===== src/rtl/alu_pkg.sv =====
// Shared definitions for the ALU request scheduler: opcodes, FSM states and
// default widths. The external ALU uses the same opcode encoding.
package alu_pkg;

  localparam int DW_DEF = 4;
  localparam int SW_DEF = 3;

  localparam logic [2:0] ALU_ADD = 3'd0;
  localparam logic [2:0] ALU_SUB = 3'd1;
  localparam logic [2:0] ALU_INC = 3'd2;
  localparam logic [2:0] ALU_NOT = 3'd3;

  typedef enum logic [1:0] {
    ST_IDLE = 2'd0,
    ST_EXEC = 2'd1,
    ST_RESP = 2'd2
  } state_t;

endpackage


===== src/rtl/alu_req_sched_if.sv =====
// Request/response bus between the two requesters, the result consumer and
// the scheduler. master = requester/consumer side, slave = scheduler.
interface alu_req_sched_if #(
  parameter int DW = 4,
  parameter int SW = 3
) ();

  logic [1:0]      req_valid;
  logic [2*DW-1:0] req_a;
  logic [2*DW-1:0] req_b;
  logic [2*SW-1:0] req_sel;
  logic [1:0]      req_ready;
  logic            rsp_valid;
  logic            rsp_ready;
  logic            rsp_id;
  logic [DW:0]     rsp_y;

  modport master (
    output req_valid, req_a, req_b, req_sel, rsp_ready,
    input  req_ready, rsp_valid, rsp_id, rsp_y
  );

  modport slave (
    input  req_valid, req_a, req_b, req_sel, rsp_ready,
    output req_ready, rsp_valid, rsp_id, rsp_y
  );

endinterface


===== src/rtl/rr_arb2.sv =====
// Two-way round-robin grant. Purely combinational; the priority pointer is
// owned and advanced by the parent.
module rr_arb2 (
  input  logic [1:0] i_req,
  input  logic       i_ptr,
  output logic [1:0] o_grant
);

  // The pointer side wins when it is requesting, otherwise the other side.
  always_comb begin
    o_grant = 2'b00;
    if (i_req[i_ptr]) begin
      o_grant[i_ptr] = 1'b1;
    end else if (i_req[~i_ptr]) begin
      o_grant[~i_ptr] = 1'b1;
    end
  end

endmodule


===== src/rtl/alu_req_sched.sv =====
// Shares one external combinational ALU between two requesters.
// IDLE grants one request and latches its operands, EXEC captures the ALU
// result, and RESP holds it until the consumer takes it.
// Optional macro ALU_REQ_SCHED_CHECK_EN adds a reference model that flags
// (sticky chk_err) any ALU result that disagrees for ADD/SUB/INC/NOT.
module alu_req_sched
  import alu_pkg::*;
#(
  parameter int DW = DW_DEF,
  parameter int SW = SW_DEF
) (
  input  logic          clk,
  input  logic          rst,
  alu_req_sched_if.slave bus,
  output logic [DW-1:0] alu_a,
  output logic [DW-1:0] alu_b,
  output logic [SW-1:0] alu_sel,
  input  logic [DW:0]   alu_y,
  output logic          chk_err
);

  state_t        r_state;
  logic          r_prio;
  logic          r_rst_dly;
  logic [DW-1:0] r_op_a;
  logic [DW-1:0] r_op_b;
  logic [SW-1:0] r_op_sel;
  logic          r_op_id;
  logic [DW:0]   r_rsp_y;
  logic          r_rsp_id;

  logic [1:0]    w_grant;
  logic          w_xfer;
  logic          w_win_id;
  logic [DW-1:0] w_a   [2];
  logic [DW-1:0] w_b   [2];
  logic [SW-1:0] w_sel [2];

  // Unpack the per-requester operand fields.
  for (genvar gi = 0; gi < 2; gi++) begin : g_unpack
    assign w_a[gi]   = bus.req_a[gi*DW +: DW];
    assign w_b[gi]   = bus.req_b[gi*SW/SW*DW +: DW];
    assign w_sel[gi] = bus.req_sel[gi*SW +: SW];
  end

  rr_arb2 u_arb (
    .i_req   (bus.req_valid),
    .i_ptr   (r_prio),
    .o_grant (w_grant)
  );

  // Grant only in IDLE, and not during reset or the cycle right after it.
  always_comb begin
    bus.req_ready = 2'b00;
    if (r_state == ST_IDLE && !rst && !r_rst_dly) begin
      bus.req_ready = w_grant;
    end
  end

  assign w_xfer        = |(bus.req_valid & bus.req_ready);
  assign w_win_id      = w_grant[1];
  assign bus.rsp_valid = (r_state == ST_RESP);
  assign bus.rsp_y     = r_rsp_y;
  assign bus.rsp_id    = r_rsp_id;
  assign alu_a         = r_op_a;
  assign alu_b         = r_op_b;
  assign alu_sel       = r_op_sel;

  // Scheduler FSM: accept, execute for one cycle, hold the response.
  always_ff @(posedge clk) begin
    if (rst) begin
      r_state   <= ST_IDLE;
      r_prio    <= 1'b0;
      r_rst_dly <= 1'b1;
      r_op_a    <= '0;
      r_op_b    <= '0;
      r_op_sel  <= '0;
      r_op_id   <= 1'b0;
      r_rsp_y   <= '0;
      r_rsp_id  <= 1'b0;
    end else begin
      r_rst_dly <= 1'b0;
      case (r_state)
        ST_IDLE: begin
          if (w_xfer) begin
            r_op_a   <= w_a[w_win_id];
            r_op_b   <= w_b[w_win_id];
            r_op_sel <= w_sel[w_win_id];
            r_op_id  <= w_win_id;
            r_state  <= ST_EXEC;
          end
        end
        ST_EXEC: begin
          r_rsp_y  <= alu_y;
          r_rsp_id <= r_op_id;
          r_state  <= ST_RESP;
        end
        ST_RESP: begin
          if (bus.rsp_ready) begin
            r_prio  <= ~r_rsp_id;
            r_state <= ST_IDLE;
          end
        end
        default: r_state <= ST_IDLE;
      endcase
    end
  end

`ifdef ALU_REQ_SCHED_CHECK_EN
  logic [DW:0] w_exp_y;
  logic        w_chk_valid;
  logic        r_chk_err;

  // Reference model for the defined opcodes; reserved opcodes are skipped.
  always_comb begin
    w_exp_y     = '0;
    w_chk_valid = 1'b1;
    case (r_op_sel)
      ALU_ADD: w_exp_y = {1'b0, r_op_a} + {1'b0, r_op_b};
      ALU_SUB: w_exp_y = {1'b0, r_op_a} - {1'b0, r_op_b};
      ALU_INC: w_exp_y = {1'b0, r_op_a} + {{DW{1'b0}}, 1'b1};
      ALU_NOT: w_exp_y = {1'b0, ~r_op_b};
      default: w_chk_valid = 1'b0;
    endcase
  end

  // Sticky mismatch flag, cleared only by reset.
  always_ff @(posedge clk) begin
    if (rst) begin
      r_chk_err <= 1'b0;
    end else if (r_state == ST_EXEC && w_chk_valid && alu_y != w_exp_y) begin
      r_chk_err <= 1'b1;
    end
  end

  assign chk_err = r_chk_err;
`else
  assign chk_err = 1'b0;
`endif

endmodule

===== src/flat_wrapper.sv =====
// flat-port wrapper written by rule: the top's interface ports become plain ports
module alu_req_sched_flat import alu_pkg::*;
#(
  parameter int DW = DW_DEF,
  parameter int SW = SW_DEF
)
  (clk, rst, alu_a, alu_b, alu_sel, alu_y, chk_err, bus_req_valid, bus_req_a, bus_req_b, bus_req_sel, bus_rsp_ready, bus_req_ready, bus_rsp_valid, bus_rsp_id, bus_rsp_y);
  alu_req_sched_if #(.DW(DW), .SW(SW)) bus_i ();
  input  logic clk;
  input  logic rst;
  output logic [DW-1:0] alu_a;
  output logic [DW-1:0] alu_b;
  output logic [SW-1:0] alu_sel;
  input  logic [DW:0] alu_y;
  output logic chk_err;
  input wire logic [$bits(bus_i.req_valid)-1:0] bus_req_valid;
  input wire logic [$bits(bus_i.req_a)-1:0] bus_req_a;
  input wire logic [$bits(bus_i.req_b)-1:0] bus_req_b;
  input wire logic [$bits(bus_i.req_sel)-1:0] bus_req_sel;
  input wire logic [$bits(bus_i.rsp_ready)-1:0] bus_rsp_ready;
  output wire logic [$bits(bus_i.req_ready)-1:0] bus_req_ready;
  output wire logic [$bits(bus_i.rsp_valid)-1:0] bus_rsp_valid;
  output wire logic [$bits(bus_i.rsp_id)-1:0] bus_rsp_id;
  output wire logic [$bits(bus_i.rsp_y)-1:0] bus_rsp_y;
  assign bus_i.req_valid = bus_req_valid;
  assign bus_i.req_a = bus_req_a;
  assign bus_i.req_b = bus_req_b;
  assign bus_i.req_sel = bus_req_sel;
  assign bus_i.rsp_ready = bus_rsp_ready;
  assign bus_req_ready = bus_i.req_ready;
  assign bus_rsp_valid = bus_i.rsp_valid;
  assign bus_rsp_id = bus_i.rsp_id;
  assign bus_rsp_y = bus_i.rsp_y;
  alu_req_sched #(.DW(DW), .SW(SW)) u_core (.clk(clk), .rst(rst), .bus(bus_i), .alu_a(alu_a), .alu_b(alu_b), .alu_sel(alu_sel), .alu_y(alu_y), .chk_err(chk_err));
endmodule

===== config.mk =====
export PLATFORM = sky130hd
export DESIGN_NAME = alu_req_sched_flat
export DESIGN_NICKNAME = d
export VERILOG_FILES = /design/src/rtl/alu_pkg.sv /design/src/rtl/alu_req_sched_if.sv /design/src/rtl/rr_arb2.sv /design/src/rtl/alu_req_sched.sv /design/src/flat_wrapper.sv
export SDC_FILE = /design/constraint.sdc
export NUM_CORES = 1
export LEC_CHECK = 0
export ABC_AREA = 1
export BUFFER_PORTS_ARGS = -buffer_cell sky130_fd_sc_hd__buf_2
export CAP_MARGIN = 20
export CORE_UTILIZATION = 49
export DETAILED_ROUTE_END_ITERATION = 12
export PLACE_DENSITY = 0.83
export SYNTH_ARGS = -nofsm -noshare
export SYNTH_HDL_FRONTEND = slang
export SYNTH_SLANG_ARGS = --single-unit

===== constraint.sdc =====
create_clock -name clk -period 2.3 [get_ports clk]
set_input_delay 0.345 -clock clk [delete_from_list [all_inputs] [get_ports clk]]
set_output_delay 0.345 -clock clk [all_outputs]
set_load 0.01 [all_outputs]

==> flow_metrics.py <==
metrics = {
    "sta": {
        "report.final.hold_viol_count": 0,
        "period_needed_ns": 1.91,
        "timing.final.ws_setup_ns": 0.385,
        "final-setup-viol-count": 0,
        "max_slew.worst_pin.slew_ns": 0.510,
        "drv_slew": 0,
        "max_freq_mhz": 522,
        "slew-limit-headroom_pct": 66.0,
        "post_route_clock_period_utilization_pct": 83.3,
        "grt_setup_unrepaired": "false",
        "final.setup.tns_ns": 0,
        "fin_worst_skew_ns": 0.00245,
    },
    "run_status": {
        "outcome": "complete, no violations",
    },
    "place": {
        "place_inst": 239,
        "hpwl_mm": 1.74,
        "port_buffers": 51,
        "gp_routability_congestion": 0.772,
        "pre_cts_ws_ns": 0.446,
    },
    "yosys": {
        "post_synth_main_area_contributors": "sky130_fd_sc_hd__dfxtp_1, sky130_fd_sc_hd__nand2_1, sky130_fd_sc_hd__nor2_1",
        "synthesis.area_per_instance_um2": 6.84,
        "synth_compound_gate_area_share_pct": 6.06,
        "netlist_area_mm2": 0.00114,
        "synth_top_family_by_area": "simple AND/OR/NAND/NOR gates",
        "post-synth-top-area-cell": "sky130_fd_sc_hd__dfxtp_1",
        "synth_seq_cells": 22,
        "yosys.area.top_type_share_pct": 38.8,
        "yosys-mux-area-fraction_pct": 0,
        "yosys_warnings": 0,
        "xor_xnor_portion_of_the_synthesized_cell_area_pct": 0,
        "yosysSeqAreaShare_pct": 38.8,
        "syn-num-nets": 198,
        "yosys.area_share.simple_pct": 42.7,
        "yosys.cell_types.count": 19,
        "synthCells": 166,
        "synth_fa_ha_area_share_pct": 0,
    },
    "clock_network": {
        "clock_tree.htree_level_count": 1,
        "ctsResizeCount": 0,
        "cts-hold-fix-buffers": 0,
        "cts.repair_timing.setup_buffer_count": 0,
        "clk_latency_ns": 0.31,
        "root_buffer": "sky130_fd_sc_hd__clkbuf_4",
        "cts_tree": "done",
        "cts-root-to-sink-buffers": 2,
        "total_clock_sinks": 22,
        "clk_pin_slew_ns": 0.12,
        "tritoncts.num_buffers": 3,
    },
    "drt": {
        "num_vias": 1131,
        "route.detailed.wl_per_inst_um": 9.79,
        "routed_via_density": 4.65,
        "post-route-drc-count": 0,
        "final_wirelength_mm": 2.38,
        "dr.first_iter.drc_count": 35,
        "drtAntennaViolNets": 0,
        "drt_pass1_iterations": 4,
    },
    "cells_and_area": {
        "design.final.nets": 248,
        "antenna_cells": 0,
        "drive_above_1_share_pct": 34.4,
        "non_filler_cells_final": 243,
        "utilization_pct": 65.7,
        "area_growth_pct": 26.7,
    },
    "critical_path": {
        "cp_max_fo": 12,
        "path_cells": "nand2_1 -> buf_4 -> nand2_1 -> nand2_2 -> inv_1 -> buf_2",
        "cp_data_arrival_time_ns": 1.57,
        "crit_start": "u_core.r_prio$_SDFFE_PP0P_",
        "timing.critical_path.slowest_stage_cell": "sky130_fd_sc_hd__dfxtp_1",
        "reg2regPathDepth": 6,
        "worstSetupEndpointType": "output pin",
        "r2r-start": "u_core.r_prio$_SDFFE_PP0P_",
        "r2r-end": "u_core.alu_b[2]$_SDFFE_PP0P_",
        "worstSetupPathType": "flip-flop to output pin",
        "crit_end": "bus_req_ready[1]",
        "worst_setup_path_start_kind": "flip-flop",
        "worst_path_dominant_cell_family": "simple AND/OR/NAND/NOR gates",
        "worst-path-buf-inv": 3,
        "path_depth": 6,
        "cp_slowest_stage_delay_ns": 0.35,
        "critical_path.most_common_cell": "sky130_fd_sc_hd__nand2_1",
        "worst-r2r-setup-slack_ns": 0.85,
        "cp.required_ns": 1.96,
    },
    "pwr": {
        "power.density_cell_area_mw_per_mm2": 623,
        "static-leakage-power_uw": 0.000883,
        "max-vdd-ir-drop_mv": 0.379,
    },
    "worst_hold_path": {
        "worst_hold_path_type": "primary input to flip-flop",
        "whs_path_depth": 1,
    },
    "run": {
        "max-cap-violations": 0,
    },
    "global_route": {
        "global_router_s_overall_resource_usage_pct": 20.2,
        "maximum_number_of_pins_on_one_net_before_global_route_repair": 20,
        "grt_antenna_before_repair": 0,
        "gr-total-overflow": 0,
        "vias_in_the_first_global_route": 923,
        "grt_first_pass_wirelength_mm": 3.88,
    },
    "floorplan": {
        "row_count": 17,
        "fp.dieH_um": 50.2,
        "io_pins": 53,
        "initial_utilization_pct": 51.9,
        "core_region_area_mm2": 0.00219,
        "die_area_mm2": 0.00252,
        "floorplan.die.width_um": 50.2,
    },
}
## layout make-up
cell class                 instances  area, um2
clock buffer                       3       22.5
clock inverter                     1       30.0
fill                             212        752
inverter                          22       82.6
multi-input combinational        114        558
sequential                        22        440
tap                               28       35.0
timing repair buffer              53        270
## report_power, final
part	switching [uW]	internal (uW)	total, uW
logic	103	77.9	180
clock network	121	176	297
registers	12.1	407	419
total	235	661	897
## registers in the layout, summed over array words and instances (netlist names)
register	count
u_core.alu_b	4
u_core.r_rst_dly	1
u_core.bus.rsp_id	1
u_core.alu_a	4
u_core.alu_sel	3
u_core.r_op_id	1
u_core.bus.rsp_y	5
u_core.r_prio	1
u_core.r_state	2
## metal layers
metal / vias to the layer above / wire [um] / GRT usage, %
li1: 605 / - / -
met5: - / 0 / 0
met4: 0 / 44 / 10.0
met2: 28 / 1130 / 32.4
met3: 5 / 100 / 2.12
met1: 493 / 1100 / 26.6
## logic make-up (layout without fill, tap and decap cells)
group | count (synthesis) | count (layout)
AND/OR/NAND/NOR | 100 | 100
other | 1 | 1
AO/OA/AOI/OAI | 13 | 13
buffers and inverters | 30 | 79
flip-flops | 22 | 22
## per-stage QoR
step | hold WS (ns) | cell area (um2) | power, uW
global placement | 0.451 | 1390 | 606
finish | 0.181 | 1440 | 897
detailed placement | 0.443 | 1390 | 609
CTS | 0.170 | 1440 | 903
global route | 0.164 | 1440 | 940
floorplan | 0.373 | 1140 | 548
## worst min-delay path by stage
stage / from / end / slack [ns]
after floorplan: rst / u_core.r_rst_dly$_DFF_P_ / 0.37
after global placement: u_core.bus.rsp_id$_SDFFE_PP0N_ / u_core.r_prio$_SDFFE_PP0P_ / 0.45
after detailed placement: u_core.bus.rsp_id$_SDFFE_PP0N_ / u_core.r_prio$_SDFFE_PP0P_ / 0.44
after CTS: rst / u_core.r_rst_dly$_DFF_P_ / 0.17
after global routing: rst / u_core.r_rst_dly$_DFF_P_ / 0.16
final: rst / u_core.r_rst_dly$_DFF_P_ / 0.18
## cell usage after synthesis
cell and n:
sky130_fd_sc_hd__buf_2 2, sky130_fd_sc_hd__inv_1 21, sky130_fd_sc_hd__nand2_1 38, sky130_fd_sc_hd__a21oi_1 5
sky130_fd_sc_hd__o21ai_2 1, sky130_fd_sc_hd__o21ai_0 7, sky130_fd_sc_hd__buf_4 2, sky130_fd_sc_hd__clkbuf_1 2
sky130_fd_sc_hd__nand3_1 12, sky130_fd_sc_hd__nor3_1 1, sky130_fd_sc_hd__nand3_2 10, sky130_fd_sc_hd__inv_2 1
sky130_fd_sc_hd__buf_6 2, sky130_fd_sc_hd__nand2_2 3, sky130_fd_sc_hd__nand2_4 1, sky130_fd_sc_hd__conb_1 1
sky130_fd_sc_hd__nor2_8 1, sky130_fd_sc_hd__dfxtp_1 22, sky130_fd_sc_hd__nor2_1 34
## cell usage in the layout, fill, tap and decap left out, types with 2 or more instances in the layout
| master | netlist | routed |
|---|---|---|
| sky130_fd_sc_hd__nand3_2 | 10 | 10 |
| sky130_fd_sc_hd__buf_4 | 2 | 2 |
| sky130_fd_sc_hd__clkbuf_4 | 0 | 3 |
| sky130_fd_sc_hd__nor2_1 | 34 | 34 |
| sky130_fd_sc_hd__inv_1 | 21 | 21 |
| sky130_fd_sc_hd__o21ai_0 | 7 | 7 |
| sky130_fd_sc_hd__dfxtp_1 | 22 | 22 |
| sky130_fd_sc_hd__nand2_1 | 38 | 38 |
| sky130_fd_sc_hd__a21oi_1 | 5 | 5 |
| sky130_fd_sc_hd__nand3_1 | 12 | 12 |
| sky130_fd_sc_hd__nand2_2 | 3 | 3 |
| sky130_fd_sc_hd__buf_2 | 2 | 51 |
Power figures use the tool's default switching activity.
